[config.mk]
export PLATFORM = sky130hd
export DESIGN_NAME = alsu_cmd_rx_flat
export DESIGN_NICKNAME = d
export VERILOG_FILES = /design/src/rtl/alsu_pkg.sv /design/src/rtl/alsu_cmd_rx_if.sv /design/src/rtl/alsu_rx_sync.sv /design/src/rtl/alsu_cmd_rx.sv /design/src/flat_wrapper.sv
export SDC_FILE = /design/constraint.sdc
export NUM_CORES = 1
export LEC_CHECK = 0
export ABC_AREA = 1
export BUFFER_PORTS_ARGS = -buffer_cell sky130_fd_sc_hd__buf_2
export CORE_MARGIN = 4
export CORE_UTILIZATION = 47
export DETAILED_ROUTE_END_ITERATION = 6
export GPL_TIMING_DRIVEN = 0
export PLACE_DENSITY = 0.67
export SLEW_MARGIN = 10
export SYNTH_ARGS = -nofsm -noshare
export SYNTH_HDL_FRONTEND = slang
export SYNTH_HIERARCHICAL = 1
export SYNTH_SLANG_ARGS = --single-unit
[constraint.sdc]
create_clock -name clk -period 2 [get_ports clk]
set_clock_uncertainty 0.1 [all_clocks]
set_input_delay 0.2 -clock clk [delete_from_list [all_inputs] [get_ports clk]]
set_output_delay 0.2 -clock clk [all_outputs]
set_load 0.01 [all_outputs]
[src/rtl/alsu_pkg.sv]
// Shared types and constants for the ALSU serial command receiver.
// Optional feature macro: ALSU_CMD_RX_PARITY_EN (adds the even-parity bit to the frame).
package alsu_pkg;

  localparam int unsigned FRAME_PAYLOAD_W = 16;

  // Payload field map, LSB first on the wire.
  localparam int unsigned A_LSB         = 0;
  localparam int unsigned A_W           = 3;
  localparam int unsigned B_LSB         = 3;
  localparam int unsigned B_W           = 3;
  localparam int unsigned OPCODE_LSB    = 6;
  localparam int unsigned OPCODE_W      = 3;
  localparam int unsigned CIN_LSB       = 9;
  localparam int unsigned SERIAL_LSB    = 10;
  localparam int unsigned DIRECTION_LSB = 11;
  localparam int unsigned OP_A_LSB      = 12;
  localparam int unsigned OP_B_LSB      = 13;
  localparam int unsigned BYPASS_A_LSB  = 14;
  localparam int unsigned BYPASS_B_LSB  = 15;

  // Packed so that field a lands on payload bits [2:0].
  typedef struct packed {
    logic                bypass_b;
    logic                bypass_a;
    logic                op_b;
    logic                op_a;
    logic                direction;
    logic                serial;
    logic                cin;
    logic [OPCODE_W-1:0] opcode;
    logic [B_W-1:0]      b;
    logic [A_W-1:0]      a;
  } alsu_cmd_t;

`ifdef ALSU_CMD_RX_PARITY_EN
  typedef enum logic [2:0] {StIdle, StStart, StData, StParity, StStop} rx_state_t;
`else
  typedef enum logic [2:0] {StIdle, StStart, StData, StStop} rx_state_t;
`endif

endpackage

[src/rtl/alsu_cmd_rx_if.sv]
// Command handshake bundle between the serial receiver and the ALSU operand/control inputs.
interface alsu_cmd_rx_if;

  logic       cmd_valid;
  logic       cmd_ready;
  logic [2:0] A;
  logic [2:0] B;
  logic [2:0] opcode;
  logic       cin;
  logic       serial;
  logic       direction;
  logic       op_A;
  logic       op_B;
  logic       bypass_A;
  logic       bypass_B;

  // Receiver side: produces the command, observes ready.
  modport master (
    output cmd_valid, A, B, opcode, cin, serial, direction, op_A, op_B, bypass_A, bypass_B,
    input  cmd_ready
  );

  // Consumer side.
  modport slave (
    input  cmd_valid, A, B, opcode, cin, serial, direction, op_A, op_B, bypass_A, bypass_B,
    output cmd_ready
  );

endinterface

[src/rtl/alsu_rx_sync.sv]
// Serial line synchroniser with falling-edge detect.
// Flops reset low so a line that is already low at reset release never looks like a start.
module alsu_rx_sync #(
  parameter int unsigned SYNC_STAGES = 2
) (
  input  logic clk,
  input  logic rstn,
  input  logic rx_in,
  output logic rx_s,
  output logic fall_pulse
);

  logic [SYNC_STAGES-1:0] sync_q;
  logic                   prev_q;

  // Shift the raw line through the synchroniser and keep one cycle of history.
  always_ff @(posedge clk or posedge rstn) begin
    if (rstn) begin
      sync_q <= '0;
      prev_q <= 1'b0;
    end else begin
      sync_q <= {sync_q[SYNC_STAGES-2:0], rx_in};
      prev_q <= sync_q[SYNC_STAGES-1];
    end
  end

  assign rx_s       = sync_q[SYNC_STAGES-1];
  assign fall_pulse = prev_q & ~rx_s;

endmodule

[src/rtl/alsu_cmd_rx.sv]
// Serial command receiver feeding the ALSU operand/control inputs.
// Frame: start(0), 16 payload bits LSB first, [even parity], stop(1).
// Optional feature macro: ALSU_CMD_RX_PARITY_EN (parity bit present, parity_err live).
// CLKS_PER_BIT must be even and >= 4; SYNC_STAGES must be >= 2.
module alsu_cmd_rx
  import alsu_pkg::*;
#(
  parameter int unsigned CLKS_PER_BIT = 16,
  parameter int unsigned SYNC_STAGES  = 2
) (
  input  logic               clk,
  input  logic               rstn,
  input  logic               rx_in,
  alsu_cmd_rx_if.master      cmd,
  output logic               parity_err,
  output logic               frame_err,
  output logic               overrun,
  output logic               busy
);

  localparam int unsigned CNT_W = $clog2(CLKS_PER_BIT);
  localparam int unsigned IDX_W = $clog2(FRAME_PAYLOAD_W);
  localparam logic [CNT_W-1:0] HALF_LOAD = CNT_W'(CLKS_PER_BIT / 2 - 1);
  localparam logic [CNT_W-1:0] FULL_LOAD = CNT_W'(CLKS_PER_BIT - 1);
  localparam logic [IDX_W-1:0] LAST_IDX  = IDX_W'(FRAME_PAYLOAD_W - 1);

  logic rx_s;
  logic fall_pulse;

  alsu_rx_sync #(
    .SYNC_STAGES (SYNC_STAGES)
  ) u_sync (
    .clk        (clk),
    .rstn       (rstn),
    .rx_in      (rx_in),
    .rx_s       (rx_s),
    .fall_pulse (fall_pulse)
  );

  rx_state_t                  state_q;
  logic [CNT_W-1:0]           cnt_q;
  logic [IDX_W-1:0]           idx_q;
  logic [FRAME_PAYLOAD_W-1:0] shreg_q;
  alsu_cmd_t                  cmd_q;
  logic                       valid_q;
  logic                       ferr_q;
  logic                       ovr_q;
`ifdef ALSU_CMD_RX_PARITY_EN
  logic                       par_q;
  logic                       perr_q;
`endif

  logic sample;
  assign sample = (cnt_q == '0);

  // Receive FSM, bit timing, payload shift and output handshake.
  always_ff @(posedge clk or posedge rstn) begin
    if (rstn) begin
      state_q <= StIdle;
      cnt_q   <= '0;
      idx_q   <= '0;
      shreg_q <= '0;
      cmd_q   <= '0;
      valid_q <= 1'b0;
      ferr_q  <= 1'b0;
      ovr_q   <= 1'b0;
`ifdef ALSU_CMD_RX_PARITY_EN
      par_q   <= 1'b0;
      perr_q  <= 1'b0;
`endif
    end else begin
      ferr_q <= 1'b0;
      ovr_q  <= 1'b0;
`ifdef ALSU_CMD_RX_PARITY_EN
      perr_q <= 1'b0;
`endif
      // Consumption; a load later in this block overrides it.
      if (valid_q && cmd.cmd_ready) begin
        valid_q <= 1'b0;
      end

      case (state_q)
        StIdle: begin
          if (fall_pulse) begin
            state_q <= StStart;
            cnt_q   <= HALF_LOAD;
          end
        end

        StStart: begin
          if (sample) begin
            cnt_q <= FULL_LOAD;
            if (!rx_s) begin
              state_q <= StData;
              idx_q   <= '0;
`ifdef ALSU_CMD_RX_PARITY_EN
              par_q   <= 1'b0;
`endif
            end else begin
              state_q <= StIdle;  // glitch, silently ignored
            end
          end else begin
            cnt_q <= cnt_q - 1'b1;
          end
        end

        StData: begin
          if (sample) begin
            cnt_q   <= FULL_LOAD;
            shreg_q <= {rx_s, shreg_q[FRAME_PAYLOAD_W-1:1]};
            idx_q   <= idx_q + 1'b1;
`ifdef ALSU_CMD_RX_PARITY_EN
            par_q   <= par_q ^ rx_s;
            if (idx_q == LAST_IDX) state_q <= StParity;
`else
            if (idx_q == LAST_IDX) state_q <= StStop;
`endif
          end else begin
            cnt_q <= cnt_q - 1'b1;
          end
        end

`ifdef ALSU_CMD_RX_PARITY_EN
        StParity: begin
          if (sample) begin
            cnt_q   <= FULL_LOAD;
            par_q   <= par_q ^ rx_s;
            state_q <= StStop;
          end else begin
            cnt_q <= cnt_q - 1'b1;
          end
        end
`endif

        StStop: begin
          if (sample) begin
            cnt_q   <= FULL_LOAD;
            state_q <= StIdle;
            // Framing error takes priority over parity error.
            if (!rx_s) begin
              ferr_q <= 1'b1;
`ifdef ALSU_CMD_RX_PARITY_EN
            end else if (par_q) begin
              perr_q <= 1'b1;
`endif
            end else if (!valid_q || cmd.cmd_ready) begin
              cmd_q   <= alsu_cmd_t'(shreg_q);
              valid_q <= 1'b1;
            end else begin
              ovr_q <= 1'b1;
            end
          end else begin
            cnt_q <= cnt_q - 1'b1;
          end
        end

        default: state_q <= StIdle;
      endcase
    end
  end

`ifdef ALSU_CMD_RX_PARITY_EN
  assign parity_err = perr_q;
`else
  assign parity_err = 1'b0;
`endif
  assign frame_err = ferr_q;
  assign overrun   = ovr_q;
  assign busy      = (state_q != StIdle);

  assign cmd.cmd_valid = valid_q;
  assign cmd.A         = cmd_q.a;
  assign cmd.B         = cmd_q.b;
  assign cmd.opcode    = cmd_q.opcode;
  assign cmd.cin       = cmd_q.cin;
  assign cmd.serial    = cmd_q.serial;
  assign cmd.direction = cmd_q.direction;
  assign cmd.op_A      = cmd_q.op_a;
  assign cmd.op_B      = cmd_q.op_b;
  assign cmd.bypass_A  = cmd_q.bypass_a;
  assign cmd.bypass_B  = cmd_q.bypass_b;

endmodule

[src/flat_wrapper.sv]
// flat-port wrapper written by rule: the top's interface ports become plain ports
module alsu_cmd_rx_flat import alsu_pkg::*;
#(
  parameter int unsigned CLKS_PER_BIT = 16,
  parameter int unsigned SYNC_STAGES  = 2
)
  (clk, rstn, rx_in, parity_err, frame_err, overrun, busy, cmd_cmd_valid, cmd_A, cmd_B, cmd_opcode, cmd_cin, cmd_serial, cmd_direction, cmd_op_A, cmd_op_B, cmd_bypass_A, cmd_bypass_B, cmd_cmd_ready);
  alsu_cmd_rx_if cmd_i ();
  input  logic clk;
  input  logic rstn;
  input  logic rx_in;
  output logic parity_err;
  output logic frame_err;
  output logic overrun;
  output logic busy;
  output wire logic [$bits(cmd_i.cmd_valid)-1:0] cmd_cmd_valid;
  output wire logic [$bits(cmd_i.A)-1:0] cmd_A;
  output wire logic [$bits(cmd_i.B)-1:0] cmd_B;
  output wire logic [$bits(cmd_i.opcode)-1:0] cmd_opcode;
  output wire logic [$bits(cmd_i.cin)-1:0] cmd_cin;
  output wire logic [$bits(cmd_i.serial)-1:0] cmd_serial;
  output wire logic [$bits(cmd_i.direction)-1:0] cmd_direction;
  output wire logic [$bits(cmd_i.op_A)-1:0] cmd_op_A;
  output wire logic [$bits(cmd_i.op_B)-1:0] cmd_op_B;
  output wire logic [$bits(cmd_i.bypass_A)-1:0] cmd_bypass_A;
  output wire logic [$bits(cmd_i.bypass_B)-1:0] cmd_bypass_B;
  input wire logic [$bits(cmd_i.cmd_ready)-1:0] cmd_cmd_ready;
  assign cmd_cmd_valid = cmd_i.cmd_valid;
  assign cmd_A = cmd_i.A;
  assign cmd_B = cmd_i.B;
  assign cmd_opcode = cmd_i.opcode;
  assign cmd_cin = cmd_i.cin;
  assign cmd_serial = cmd_i.serial;
  assign cmd_direction = cmd_i.direction;
  assign cmd_op_A = cmd_i.op_A;
  assign cmd_op_B = cmd_i.op_B;
  assign cmd_bypass_A = cmd_i.bypass_A;
  assign cmd_bypass_B = cmd_i.bypass_B;
  assign cmd_i.cmd_ready = cmd_cmd_ready;
  alsu_cmd_rx #(.CLKS_PER_BIT(CLKS_PER_BIT), .SYNC_STAGES(SYNC_STAGES)) u_core (.clk(clk), .rstn(rstn), .rx_in(rx_in), .cmd(cmd_i), .parity_err(parity_err), .frame_err(frame_err), .overrun(overrun), .busy(busy));
endmodule
==> out/metrics.cfg, run 1 <==
[worst_setup_path]
critPathLaunchType = register
regToRegStartpoint = u_core/cnt_q[0]$_DFFE_PP0P_
worstPathArrival_ps = 1670
r2r-end = u_core/shreg_q[1]$_DFFE_PP0P_
ff2ff_setup_slack_ps = 410
crit_fanout = 10
required_ps = 2080
reg2regPathDepth = 6
criticalPathCategory = reg2reg
endpoint_kind = register

[final_layout]
layout-drive-gt1-share = 0.261
final-seq-area_sq_um = 1200
diodes = 0
fillCellCount = 384
final_common_cell = nand2_1
final_cell_mix = nand2_1 (58), dfrtp_1 (48), inv_1 (30)
area_delta_synth_final_pct = 15.4
multi_input_area_sq_um = 656
final_nets = 250

[power_and_ir_drop]
p_switching_w = 0.000646
switching_share = 0.306
p_int_w = 0.00146
seq_power_share = 0.530
power.density_nw_per_um2 = 892
power_frac_comb = 0.184
vdd_drop_max_mv = 0.382
p_clk_frac = 0.287
p_leak_nw = 1.19

[timing]
setup_violations = 0
finalHoldViolCount = 0
finalCritPeriodShare = 0.795
rsz0062_at_grt = false
fin_ws_ps = 410
max_freq_mhz = 629
finalSetupTns_ps = 0
min_period_ps = 1590
finalMaxSlewViolations = 0

[hold_path]
whs_path_depth = 4
worstHoldStart = cmd_cmd_ready
holdPathEnd = u_core/overrun$_DFF_PP0_
hp-class = in2reg

[routing]
via_per_inst = 4.75
drt-total-wl_um = 3560
wire_per_inst_um = 12.1
postRouteAntennaNets = 0
drc = 0
drt_iter0_markers = 95
num_vias = 1400
first_pass_iters = 4

[job]
maxCapViolations = 0

[place]
dp_slack_ps = 419
place_congestion = 0.700
hpwl_um = 2580
io_buffers = 23

[synthesis]
async_reset_ff_frac = 1.00
yosysWarnings = 6
avgSynthCellArea_sq_um = 9.71
ys_seq_elements = 48
yosysUniqueCellTypes = 22
seq_area_frac_synth = 0.586
netlist_area_sq_um = 2050
yosys_most_used_dff = dfrtp_1
synth_edf_count = 0
syn_nets = 217
syn_inst = 211

[floorplanning]
rows = 23
ios = 25
dieArea_sq_um = 5480
die_w_um = 74.0
initial_utilization = 0.498
die_h_um = 74.0
core_area_sq_um = 4120

[cts]
post_cts_resized = 0
cts_max_level = 2
clk_pin_slew_ps = 90
cts_hold_buffers = 2
cts_tree = yes
cts-root-buf = clkbuf_8
cts_inserted_buffers = 5
clock_latency_ps = 300
cts_buffer_depth = 2
clock_sinks = 48
cts_setup_buffers = 0

[global_routing]
grt_pass1_wl_um = 6140
grt_antenna_before_repair = 0
grt.busiest_layer = met2
grt_overflow = 0
grtUsageMet1 = 0.200
grt_use_total = 0.148
met3_usage = 0.0297
grt_pass1_vias = 1376
grt_max_degree = 35
gr-usage-met2 = 0.227

[run_status]
outcome = completed

-- synthesized netlist by cell type (3+ instances only) --
| master | number | area [sq um] |
|---|---|---|
| nor2_1 | 5 | 18.8 |
| nand3_1 | 6 | 30.0 |
| nand2_1 | 58 | 218 |
| o21ai_2 | 16 | 140 |
| nand2_2 | 3 | 18.8 |
| inv_1 | 31 | 116 |
| buf_6 | 5 | 56.3 |
| nand4_1 | 3 | 18.8 |
| dfrtp_1 | 48 | 1200 |
| o21ai_0 | 20 | 100 |
-- critical path, stage by stage, from the launching register on --
cell	delay, ps
dfrtp_1	400
inv_1	90
ha_1	230
nand2_2	120
nor2_4	220
buf_4	210
o21ai_0	100
-- logic make-up (layout without fill, tap and decap cells) --
| family | Yosys count | count (layout) | synth area share |
|---|---|---|---|
| flops | 48 | 48 | 0.586 |
| compound gates | 40 | 40 | 0.128 |
| buf+inv | 39 | 73 | 0.0935 |
| other cells | 1 | 1 | 0.00183 |
| xor+xnor | 1 | 1 | 0.00428 |
| fa+ha+maj | 2 | 2 | 0.0122 |
| simple gates | 80 | 80 | 0.173 |
-- final cells by class --
class,instances,area share
Sequential cell,48,0.508
Multi-Input combinational cell,124,0.277
Clock inverter,2,0.00635
Tap cell,50,0.0265
Timing Repair Buffer,26,0.0656
Clock buffer,6,0.0349
Buffer,7,0.0302
Inverter,32,0.0508
-- sequential cells by signal, indices dropped and copies added, names as in the netlist, 2 cells and up --
signal                cells
u_core/cmd.A              3
u_core/cmd.B              3
u_core/cmd.opcode         3
u_core/cnt_q              4
u_core/idx_q              4
u_core/shreg_q           16
u_core/state_q            2
u_core/u_sync/sync_q      2
-- per-stage QoR --
| step | power, W | hold WS, ps | utilization | cells | area (sq um) |
|---|---|---|---|---|---|
| 3_3_place_gp | 0.00150 | -26.9 | 0.541 | 284 | 2230 |
| 5_1_grt | 0.00224 | 159 | 0.574 | 295 | 2360 |
| 6_report | 0.00211 | 128 | 0.574 | 295 | 2360 |
| 4_1_cts | 0.00214 | 116 | 0.574 | 295 | 2360 |
| 3_5_place_dp | 0.00152 | -9.77 | 0.546 | 285 | 2250 |
| 2_1_floorplan | 0.00143 | -146 | - | 211 | 2050 |
-- metal layers --
metal  up-vias  part of all wire
met1       650              0.49
met5         -                 0
met3         5             0.037
met4         0             0.017
met2        22              0.45
li1        723                 -
-- how the worst max path moves through the flow --
stage / from / endpoint / slack (ps) / depth (start not counted)
finish: u_core/cnt_q[0]$_DFFE_PP0P_ / u_core/shreg_q[1]$_DFFE_PP0P_ / 410 / 6
global route: u_core/cnt_q[1]$_DFFE_PP0P_ / u_core/shreg_q[0]$_DFFE_PP0P_ / 290 / 6
CTS: u_core/cnt_q[0]$_DFFE_PP0P_ / u_core/shreg_q[1]$_DFFE_PP0P_ / 400 / 6
detailed placement: u_core/cnt_q[0]$_DFFE_PP0P_ / u_core/shreg_q[1]$_DFFE_PP0P_ / 420 / 6
global placement: rstn / u_core/cmd.opcode[1]$_DFFE_PP0P_ / 40 / 2
floorplan: u_core/cnt_q[0]$_DFFE_PP0P_ / u_core/cmd.A[0]$_DFFE_PP0P_ / 580 / 8
-- power groups by stage --
stage | registers [W] | logic (W) | clock network, W
floorplan | 0.00112 | 0.000308 | 0
global placement | 0.00113 | 0.000374 | 0
detailed placement | 0.00113 | 0.000390 | 0
CTS | 0.00111 | 0.000394 | 0.000634
global route | 0.00113 | 0.000457 | 0.000656
finish | 0.00112 | 0.000387 | 0.000604
(Power assumes the default switching activity.)
==> run 2, diff against run 1 <==
- clock period: 2 -> 1.5 ns (I/O delays scaled with it)
==> out/metrics.cfg, run 2 (synthesis results as in run 1) <==
[run_status]
outcome = completed

[timing]
rsz0062_at_grt = true
max_freq_mhz = 694
finalHoldViolCount = 0
finalCritPeriodShare = 0.961
finalMaxSlewViolations = 0
fin_ws_ps = 59.0
min_period_ps = 1440
setup_violations = 0

[place]
io_buffers = 23
place_congestion = 0.700
placed_area_sq_um = 2250
hpwl_um = 2580
dp_slack_ps = -81.3

[final_layout]
final_nets = 258
final_cell_mix = nand2_1 (58), dfrtp_1 (47), inv_1 (28)
diodes = 0
multi_input_area_sq_um = 687
layout-drive-gt1-share = 0.304
largest_reg_flops = 16
final_area_sq_um = 2460
area_delta_synth_final_pct = 20.2
fillCellCount = 375
reg_top3 = u_core/shreg_q (16), u_core/cnt_q (4), u_core/idx_q (4)
final_common_cell = nand2_1
regMostFlops = u_core/shreg_q
final-seq-area_sq_um = 1200

[routing]
drt-total-wl_um = 3810
first_pass_iters = 4
drt_iter0_markers = 58
num_vias = 1448
drc = 0
postRouteAntennaNets = 0
wire_per_inst_um = 12.6
via_per_inst = 4.78

[power_and_ir_drop]
vdd_drop_max_mv = 0.530
p_leak_nw = 1.23
power.density_nw_per_um2 = 1200

[cts]
cts_inserted_buffers = 5
clock_latency_ps = 300
clk_pin_slew_ps = 90
cts_buffer_depth = 2
cts_max_level = 2
clock_sinks = 48
cts-root-buf = clkbuf_8
cts_tree = yes

[worst_setup_path]
criticalPathCategory = reg2reg
path_delay_family = flip-flops
crit_fanout = 10
crit_buf_inv = 3
worstPathArrival_ps = 1530
cpPeakStageDelay_ps = 410
path_cells = inv_2 > ha_4 > nand2_4 > inv_4 > nand3_4 > buf_8 > nand2_1 > o21ai_2
critPathLaunchType = register
endpoint_kind = register
required_ps = 1590
critPathSlowestCell = dfrtp_1

[job]
maxCapViolations = 0

[floorplanning]
initial_utilization = 0.498
ios = 25
die_w_um = 74.0
die_h_um = 74.0
dieArea_sq_um = 5480
rows = 23
core_area_sq_um = 4120

[global_routing]
grt_pass1_vias = 1420
grt_use_total = 0.157
grt_overflow = 0
grt_antenna_before_repair = 0
grt_pass1_wl_um = 6530
grt_max_degree = 35

[hold_path]
hp-class = in2reg

-- run 2: cell types whose count changed in the layout (fill, tap and decap cells not counted), sizes merged --
cell / before / now
buf: 31 / 38
nor2: 8 / 9
-- run 2: where the power goes --
part	switching, W	total [W]	leakage (nW)	internal (W)
combinational	0.000394	0.000649	0.542	0.000255
clock	0.000438	0.000812	0.0434	0.000374
sequential	0.000101	0.00150	0.649	0.00140
-- run 2: per-stage QoR --
| step | utilization | std cells | total power, W | setup TNS [ps] | hold WS (ps) |
|---|---|---|---|---|---|
| detailed placement | 0.546 | 285 | 0.00203 | -974 | -59.8 |
| finish | 0.598 | 303 | 0.00296 | 0 | 76.6 |
| CTS | 0.589 | 300 | 0.00291 | 0 | 66.1 |
| floorplan | - | 211 | 0.00190 | 0 | -196 |
| global route | 0.598 | 303 | 0.00314 | -34.9 | 109 |
| global placement | 0.541 | 284 | 0.00201 | -19330 | -76.9 |
-- run 2: worst register-to-register path, delay by kind of cell (launching register included) --
family                   cells  cell delay, ps
flip-flops                   1             410
buffers and inverters        3             350
adder cells (fa/ha/maj)      1             160
AO/OA/AOI/OAI                1              50
AND/OR/NAND/NOR              3             270
-- run 2: routing by layer --
metal  part of all wire  vias to the layer above  global-route usage
met1               0.48                      681               0.216
li1                   -                      740                   -
met5                  0                        -                   0
met4              0.015                        0              0.0724
met3              0.036                        5              0.0297
met2               0.46                       22               0.240
-- run 2: timing repair --
action / in CTS / in global routing
hold buffers: 2 / 0
hold endpoints to repair: 49 / 0
resized for setup: 8 / 7
pin swaps: 1 / 1
endpoints found under the setup margin: 31 / 37
gates cloned: 4 / 0
setup buffers: 1 / 3
-- run 2: cell type report --
| type | instances | area share |
|---|---|---|
| sequential | 48 | 0.488 |
| multi-input combinational | 125 | 0.279 |
| timing repair buffer | 33 | 0.0859 |
| inverter | 32 | 0.0498 |
| clock buffer | 6 | 0.0335 |
| buffer | 7 | 0.0320 |
| tap | 50 | 0.0254 |
| clock inverter | 2 | 0.00610 |
-- run 2: final timing paths --
check                                                  startpoint                           endpoint  slack [ps]  depth (start not counted)
worst min-delay path                                cmd_cmd_ready           u_core/overrun$_DFF_PP0_          80                          4
worst max-delay path                  u_core/cnt_q[0]$_DFFE_PP0P_        u_core/cmd.B[0]$_DFFE_PP0P_          60                          8
max in group asynchronous                                    rstn      u_core/state_q[1]$_DFFE_PP0P_         600                          4
min in group asynchronous                                    rstn  u_core/u_sync/sync_q[1]$_DFF_PP0_         170                          3
worst min register to register  u_core/u_sync/sync_q[0]$_DFF_PP0_  u_core/u_sync/sync_q[1]$_DFF_PP0_         260                          0
worst max register to register        u_core/cnt_q[0]$_DFFE_PP0P_        u_core/cmd.B[0]$_DFFE_PP0P_          60                          8
